`config.mk`:
```
export PLATFORM = sky130hd
export DESIGN_NAME = spi_frame_unpacker
export DESIGN_NICKNAME = d
export VERILOG_FILES = /design/src/rtl/spi_frame_pkg.sv /design/src/rtl/spi_frame_word_mux.sv /design/src/rtl/spi_frame_unpacker.sv
export SDC_FILE = /design/constraint.sdc
export NUM_CORES = 2
export LEC_CHECK = 0
export CAP_MARGIN = 20
export CORE_AREA = 2 2 420 422
export CTS_CLUSTER_DIAMETER = 120
export DETAILED_ROUTE_END_ITERATION = 12
export DIE_AREA = 0 0 422 424
export GPL_TIMING_DRIVEN = 0
export RECOVER_POWER = 100
export SYNTH_ARGS = -nofsm -noshare
export SYNTH_HDL_FRONTEND = slang
export SYNTH_SLANG_ARGS = --single-unit
```
`constraint.sdc`:
```
create_clock -name CLK -period 48.6 [get_ports CLK]
set_clock_uncertainty 0.15 [all_clocks]
set_input_delay 4.86 -clock CLK [delete_from_list [all_inputs] [get_ports CLK]]
set_output_delay 4.86 -clock CLK [all_outputs]
set_load 0.02 [all_outputs]
```
`src/rtl/spi_frame_pkg.sv`:
```
// Shared constants and FSM encoding for the SPI frame unpacker.
// Frame geometry, command bit positions and the state enumeration live here.
package spi_frame_pkg;

    localparam int FRAME_W   = 1024;
    localparam int WORD_W    = 16;
    localparam int MAX_WORDS = 62;

    localparam int CMD_EN = 0;
    localparam int CMD_RD = 1;
    localparam int CMD_WR = 2;

    typedef enum logic [1:0] {
        S_IDLE   = 2'd0,
        S_CHECK  = 2'd1,
        S_VERIFY = 2'd2,
        S_EMIT   = 2'd3
    } state_t;

endpackage

```
`src/rtl/spi_frame_word_mux.sv`:
```
// Combinational payload word selector: picks word 'sel' out of the packed payload.
// Out-of-range selects return zero.
module spi_frame_word_mux
    import spi_frame_pkg::*;
#(
    parameter int NWORDS = MAX_WORDS,
    parameter int W      = WORD_W
)
(
    input  logic [NWORDS*W-1:0] payload,
    input  logic [5:0]          sel,
    output logic [W-1:0]        word
);

    always_comb begin
        word = '0;
        for (int k = 0; k < NWORDS; k++) begin
            if (sel == 6'(k)) begin
                word = payload[k*W +: W];
            end
        end
    end

endmodule

```
`src/rtl/spi_frame_unpacker.sv`:
```
// Captures a 1024-bit SPI frame, checks length and XOR checksum, then streams
// the payload words out over a valid/ready handshake.
module spi_frame_unpacker
    import spi_frame_pkg::state_t, spi_frame_pkg::S_IDLE, spi_frame_pkg::S_CHECK,
           spi_frame_pkg::S_VERIFY, spi_frame_pkg::S_EMIT, spi_frame_pkg::FRAME_W,
           spi_frame_pkg::CMD_EN, spi_frame_pkg::CMD_WR;
#(
    parameter int MAX_WORDS = 62,
    parameter int WORD_W    = 16
)
(
    input  logic               CLK,
    input  logic               RESET,
    input  logic [FRAME_W-1:0] FRAME_IN,
    input  logic               FRAME_STB,
    output logic [WORD_W-1:0]  WORD_OUT,
    output logic [5:0]         WORD_ADDR,
    output logic               WORD_VALID,
    input  logic               WORD_READY,
    output logic               FRAME_BUSY,
    output logic               FRAME_DONE,
    output logic               FRAME_OK,
    output logic               LEN_ERR,
    output logic               CRC_ERR,
    output logic [7:0]         OVERRUN_CNT,
    output state_t             DBG_STATE
);

    // Handshake: a word moves on every rising edge where WORD_VALID and WORD_READY
    // are both high; WORD_OUT/WORD_ADDR stay frozen while WORD_VALID waits for ready.

    state_t              state;
    logic [FRAME_W-1:8]  frame_q;
    logic [15:0]         acc;
    logic [5:0]          chk_cnt;
    logic [5:0]          sel;
    logic [WORD_W-1:0]   mux_word;
    logic [7:0]          n_in;
    logic [7:0]          n_q;
    logic                len_bad_in;
    logic                len_bad_q;
    logic                cmd_ok;
    logic                stb_accept;
    logic                last_check;
    logic                last_beat;

    assign n_in       = FRAME_IN[15:8];
    assign n_q        = frame_q[15:8];
    assign len_bad_in = (n_in == 8'd0) || (n_in > 8'(MAX_WORDS));
    assign len_bad_q  = (n_q == 8'd0) || (n_q > 8'(MAX_WORDS));
    assign cmd_ok     = FRAME_IN[CMD_EN] && FRAME_IN[CMD_WR];
    // The FRAME_DONE cycle still belongs to the finishing frame, so strobes there drop.
    assign stb_accept = FRAME_STB && (state == S_IDLE) && !FRAME_DONE;
    assign last_check = ({2'b00, chk_cnt} == n_q - 8'd1);
    assign last_beat  = ({2'b00, WORD_ADDR} == n_q - 8'd1);
    assign FRAME_BUSY = (state != S_IDLE);
    assign DBG_STATE  = state;

    // One selector serves both the checksum walk and the look-ahead for the next word.
    always_comb begin
        sel = 6'd0;
        case (state)
            S_CHECK: sel = chk_cnt;
            S_EMIT:  sel = WORD_ADDR + 6'd1;
            default: sel = 6'd0;
        endcase
    end

    spi_frame_word_mux #(
        .NWORDS (MAX_WORDS),
        .W      (WORD_W)
    ) u_word_mux (
        .payload (frame_q[16 + MAX_WORDS*WORD_W - 1 : 16]),
        .sel     (sel),
        .word    (mux_word)
    );

    always_ff @(posedge CLK or posedge RESET) begin
        if (RESET) begin
            state       <= S_IDLE;
            frame_q     <= '0;
            acc         <= '0;
            chk_cnt     <= '0;
            WORD_OUT    <= '0;
            WORD_ADDR   <= '0;
            WORD_VALID  <= 1'b0;
            FRAME_DONE  <= 1'b0;
            FRAME_OK    <= 1'b0;
            LEN_ERR     <= 1'b0;
            CRC_ERR     <= 1'b0;
            OVERRUN_CNT <= '0;
        end else begin
            FRAME_DONE <= 1'b0;
            if (FRAME_STB && !stb_accept && (OVERRUN_CNT != 8'hFF)) begin
                OVERRUN_CNT <= OVERRUN_CNT + 8'd1;
            end

            case (state)
                S_IDLE: begin
                    if (stb_accept) begin
                        frame_q <= FRAME_IN[FRAME_W-1:8];
                        if (cmd_ok) begin
                            FRAME_OK <= 1'b0;
                            LEN_ERR  <= 1'b0;
                            CRC_ERR  <= 1'b0;
                            acc      <= FRAME_IN[15:0];
                            chk_cnt  <= 6'd0;
                            state    <= len_bad_in ? S_VERIFY : S_CHECK;
                        end
                    end
                end
                S_CHECK: begin
                    acc     <= acc ^ mux_word;
                    chk_cnt <= chk_cnt + 6'd1;
                    if (last_check) begin
                        state <= S_VERIFY;
                    end
                end
                S_VERIFY: begin
                    if (len_bad_q) begin
                        LEN_ERR    <= 1'b1;
                        FRAME_DONE <= 1'b1;
                        state      <= S_IDLE;
                    end else if (acc != frame_q[FRAME_W-1 -: 16]) begin
                        CRC_ERR    <= 1'b1;
                        FRAME_DONE <= 1'b1;
                        state      <= S_IDLE;
                    end else begin
                        FRAME_OK   <= 1'b1;
                        WORD_OUT   <= mux_word;
                        WORD_ADDR  <= 6'd0;
                        WORD_VALID <= 1'b1;
                        state      <= S_EMIT;
                    end
                end
                S_EMIT: begin
                    if (WORD_READY) begin
                        if (last_beat) begin
                            WORD_VALID <= 1'b0;
                            FRAME_DONE <= 1'b1;
                            state      <= S_IDLE;
                        end else begin
                            WORD_ADDR <= WORD_ADDR + 6'd1;
                            WORD_OUT  <= mux_word;
                        end
                    end
                end
                default: state <= S_IDLE;
            endcase
        end
    end

endmodule

```
# Yosys cells after proc, flatten, opt, wreduce, memory -nomap -nowiden
# Cells that the tools add are included.
[totals] out_inout_bits=38 regBits=1075
[op_classes] order_cmp=2 n_bitwise=1 add_sub_neg=4 mux=106 n_reduce_logical=25 n_eq_ne=78
[op_table] operator="16-bit 2-to-1 mux" n=68
[op_table] operator="6-bit == test, second input constant" n=30
[op_table] operator="6-bit by 5-bit == test with 1-bit output, second input constant" n=16
[op_table] operator="16-bit one-hot mux with 2 select lines" n=2
[op_table] operator="6-bit by 4-bit == test with 1-bit output, second input constant" n=8
[op_table] operator="6-bit 2-to-1 mux" n=6
[op_table] operator="6-bit one-hot mux with 2 select lines" n=3
[op_table] operator="5-bit AND reduction" n=5
[op_table] operator="6-bit by 3-bit == test with 1-bit output, second input constant" n=4
[op_table] operator="2-bit != test, second input constant" n=10
[op_table] operator="6-bit by 8-bit == test with 1-bit output" n=2
[op_table] operator="8-bit by 6-bit greater-than comparator with 1-bit output, second input constant" n=2
[op_table] operator="8-bit zero test" n=2
[op_table] operator="2-bit 2-to-1 mux" n=8
[op_table] operator="16-bit != test" n=1
[op_table] operator="16-bit bitwise XOR" n=1
[op_table] operator="1-bit 2-to-1 mux" n=13
[op_table] operator="6-bit by 1-bit adder with 6-bit output, second input constant" n=2
[op_table] operator="6-bit by 2-bit == test with 1-bit output, second input constant" n=2
[op_table] operator="1-bit one-hot mux with 2 select lines" n=5
[op_table] operator="8-bit by 1-bit adder with 8-bit output, second input constant" n=1
[op_table] operator="8-bit != test, second input constant" n=1
[op_table] operator="2-bit one-hot mux with 4 select lines" n=1
[op_table] operator="2-bit nonzero test" n=4
[op_table] operator="other kinds (12)" n=19

# Longest topological paths before layout
[depth] word_depth=68 mapped_depth=17

# Cells and area by module
# A second synthesis with hierarchy kept.
[unflattened] cells_unflattened=6296 area_unflattened_um2=51610.7
[by_module_without_submodules] module="spi_frame_unpacker" area_each_um2=41310.9 seq_area_each_um2=26900.8 instances=1 cells_per_inst=4671
[by_module_without_submodules] module="spi_frame_word_mux" area_each_um2=10299.9 seq_area_each_um2=0.0 instances=1 cells_per_inst=1625

# Worst setup path before layout
# Ideal clock, no wire load.
[synth_path] path_kind="input to register" startpoint="input FRAME_STB" endpoint="register frame_q[1000] (netlist bit)" arrival_time_ns=6.561 path_stages=6 setup_slack_ns=41.764 cell_sequence="inv_1 -> nor3_1 -> clkbuf_1 -> clkbuf_1 -> clkbuf_1 -> mux2_2"
[synth_between] elab_chain_len=3
[synth_rtl] item="start: declaration" line_no="spi_frame_unpacker.sv:15" rtl="input logic FRAME_STB,"
[synth_rtl] item="1-bit logical AND (2 in a row)" line_no="spi_frame_unpacker.sv:53" rtl="assign stb_accept = FRAME_STB && (state == S_IDLE) && !FRAME_DONE;"
[synth_rtl] item="2-bit AND reduction (no source line)"
[synth_rtl] item="end signal: assignment" line_no="spi_frame_unpacker.sv:101" rtl="frame_q <= FRAME_IN[FRAME_W-1:8];"
[synth_rtl] item="end: declaration" line_no="spi_frame_unpacker.sv:33" rtl="logic [FRAME_W-1:8] frame_q;"
# No other way between the ends.
# A chain may end at the register's enable or synchronous reset.

==> results by group <==
Status
  – Outcome: finished, violations left
  – Failing checks: max-capacitance violations, max-slew violations

Clocking
  – Hold-fix buffers, CTS: 0
  – Clk sink count: between 1000 and 1500
  – CTS tree: built
  – H-tree level count: 4
  – Clk buf depth: 3
  – Worst-Skew Late Latency: 800 ps
  – Total CTS buffers: around 130
  – Postcts setup bufs: 0
  – Post-CTS Resized: 0
  – Clk slew on worst S/H paths: roughly 60 ps
  – Clock Tree Root: clkbuf_16

Drt
  – Vias per std cell: just under 6
  – Met3 WL: between 30000 and 40000 um
  – Drt first pass iters: 8
  – Remaining antenna violation count: 0
  – Routed vias: roughly 44000
  – DR WL/cell: around 44 um
  – Starting DRT DRC Count: around 5900
  – Top routing layer in use: met5
  – DRC violations left: 0
  – Routed length on met1: 125000 um
  – Routed length on met2: around 150000 um
  – Final wirelength: 333000 um

Critical path
  – Type of the worst setup path: in2async
  – Critical path launch point type: primary input
  – Crit path max fanout: 119
  – Arrival time worst endpoint: approximately 23000 ps
  – Required time worst endpoint: around 48000 ps
  – Crit. End Element: async pin

Global routing
  – Largest net degree at the start of global routing: roughly 130
  – Vias in the first global route: approximately 43000
  – Global-route usage over all layers: 0.361
  – Global route total overflow: 0
  – Antenna violations before repair: 111
  – First-pass GRT wire length: between 400000 and 500000 um

STA
  – Slew Limit Fails: 1138
  – RSZ-0062 raised after global routing: false
  – Max Clk Rate: about 42 MHz
  – Slew @ Worst Pin: 6850 ps
  – Rel. slew slack: -3.57
  – Setup ws final: approximately 25000 ps
  – Crit share post-route: 0.492
  – Clock period minus worst slack: roughly 24000 ps
  – Final setup fails: 0
  – Hold Fails Final Rpt: 0
  – Setup TNS: 0 ps
  – Hold slack: between 300 and 400 ps

Synthesis
  – Compound-cell area share of the yosys netlist: 0.128
  – Post-synthesis cell count: roughly 3800
  – Cell with the most instances after synthesis: dfrtp_1
  – Post-synthesis mux area share: 0.236
  – Post-synth top area cell: dfrtp_1
  – Net count of the mapped netlist: 4825
  – #FFs+latches synth: 1075
  – Async SR Flop Fraction: 1.00
  – Largest family of logic cells by synthesized area: multiplexers
  – Simple-gate share of the synthesized area: 0.0516
  – Synthesized area: approximately 50000 um^2
  – Synthesized area per cell: about 13 um^2
  – Post-synthesis sequential area ratio: 0.549
  – Main area contributors after synthesis: dfrtp_1 55%, mux2_2 23%, a22oi_1 2.2%, clkbuf_1 1.3%, a221oi_1 1.3%
  – Most used DFF post-synth: dfrtp_1
  – EDFF count, synth: 0
  – Adder-Cell Fraction of Synth Area: 0.00128
  – Yosys cell types: 89
  – Post-synth top cells: 1075 x dfrtp_1, 1017 x mux2_2, 176 x clkbuf_1
  – Synth Warn #: 0
  – Top cell type's share of synthesized area: 0.549
  – Area share of xor/xnor cells in the synthesized design: 0.00855

Power and ir drop
  – Clock power frac: 0.208
  – Share of total power in combinational logic: 0.439
  – PwrDens: ~71 nW/um^2
  – Maximum vdd ir drop: 0.0000374 V
  – Power Total: 4.84 mW
  – P_sw: approximately 2.1 mW
  – Leak: ~27 nW
  – Flop pwr share: 0.352
  – Switching Fraction: 0.432
  – P_int: about 2.8 mW

Placement
  – Gpl congestion: 0.987
  – Final HPWL DP: between 200000 and 300000 um
  – Dpl ws: approximately 40000 ps
  – I/O Buffers: approximately 1100

Floorplanning
  – Row count: around 150
  – Die X: approximately 420 um
  – Initial core utilization: 0.280
  – Ports: between 1000 and 1500
  – Die ar.: 179000 um^2
  – Die H: around 420 um
  – Core footprint: approximately 170000 um^2

Min path
  – Worst Hold Class: reg2reg

Layout
  – Final Util: 0.388
  – Fillers: 17100
  – Nets@finish: just over 6000
  – Area grow syn2layout: 38.4%
  – Share of cells above drive strength 1: 0.275

Run
  – Max-Cap Viols: 18
[per-layer routing]
metal | vias up | global-route usage
met5 | - | 0
met3 | 976 | 0.121
met4 | 54 | 0.262
met1 | 23200 | 0.433
li1 | 17100 | -
met2 | 3177 | 0.540
[stage by stage]
step           area [um^2]  cells
2_1_floorplan        49000   3792
3_3_place_gp         62600   7197
3_5_place_dp         63900   7273
4_1_cts              68200   7507
5_1_grt              67800   7552
6_report             67900   7573
[final timing paths]
check                        startpoint        endpoint  slack, ps  cells after the start
max in group CLK           WORD_ADDR[1]          acc[4]      38470                     15
min in group asynchronous         RESET  OVERRUN_CNT[4]       4650                      2
min reg2reg                  WORD_VALID      WORD_VALID        330                      1
max reg2reg                WORD_ADDR[1]          acc[4]      38470                     15
min                          WORD_VALID      WORD_VALID        330                      1
max                               RESET    frame_q[445]      24700                      6
[placed cells by master (no fill, tap or decap), drive strengths merged, types with 74 or more instances in the layout]
| cell type | instances |
|---|---|
| nor2 | 103 |
| mux2 | 1018 |
| o21ai | 123 |
| dfrtp | 1075 |
| a221oi | 74 |
| clkbuf | 395 |
| a22oi | 143 |
| buf | 139 |
| clkdlybuf4s50 | 1025 |
| a21oi | 93 |
| nand2 | 157 |
[area by class of cell]
cell class	count	area [um^2]	share of cell area
antenna	65	163	0.00240
buffer	272	1200	0.0177
clock buffer	185	3680	0.0543
clock inverter	49	589	0.00868
inverter	24	91.3	0.00135
multi-input combinational	2421	20900	0.308
sequential	1075	26900	0.396
tap	2340	2930	0.0431
timing repair buffer	1142	11400	0.168
[kinds of logic (layout without fill, tap and decap cells)]
| family | Yosys count | in the layout |
|---|---|---|
| mux | 1029 | 1029 |
| fa+ha+maj | 5 | 5 |
| flops | 1075 | 1075 |
| xor+xnor | 47 | 47 |
| buf+inv | 296 | 1672 |
| simple gates | 506 | 506 |
| compound gates | 834 | 834 |
| other cells | 0 | 65 |
[worst max-delay path, cell delays in order]
cell	delay, ps
dlygate4sd3_1	550
clkinvlp_2	730
clkbuf_1	3560
clkbuf_1	5040
clkbuf_1	4140
clkbuf_1	4090
[power groups by stage]
stage	clock network (mW)	logic, mW	registers (mW)
final	1.01	2.13	1.71
after global routing	1.05	2.16	1.74
after CTS	1.01	2.09	1.69
after detailed placement	0	2.09	1.70
after global placement	0	2.00	1.70
after floorplan	0	1.10	1.57
[sequential cells by signal (all words and copies together), names as in the netlist]
name and cells:
acc 16, WORD_ADDR 6, DBG_STATE 2, WORD_VALID 1, CRC_ERR 1, chk_cnt 6
FRAME_DONE 1, WORD_OUT 16, FRAME_OK 1, OVERRUN_CNT 8, frame_q 1016, LEN_ERR 1
Power figures use the tool's default switching activity.
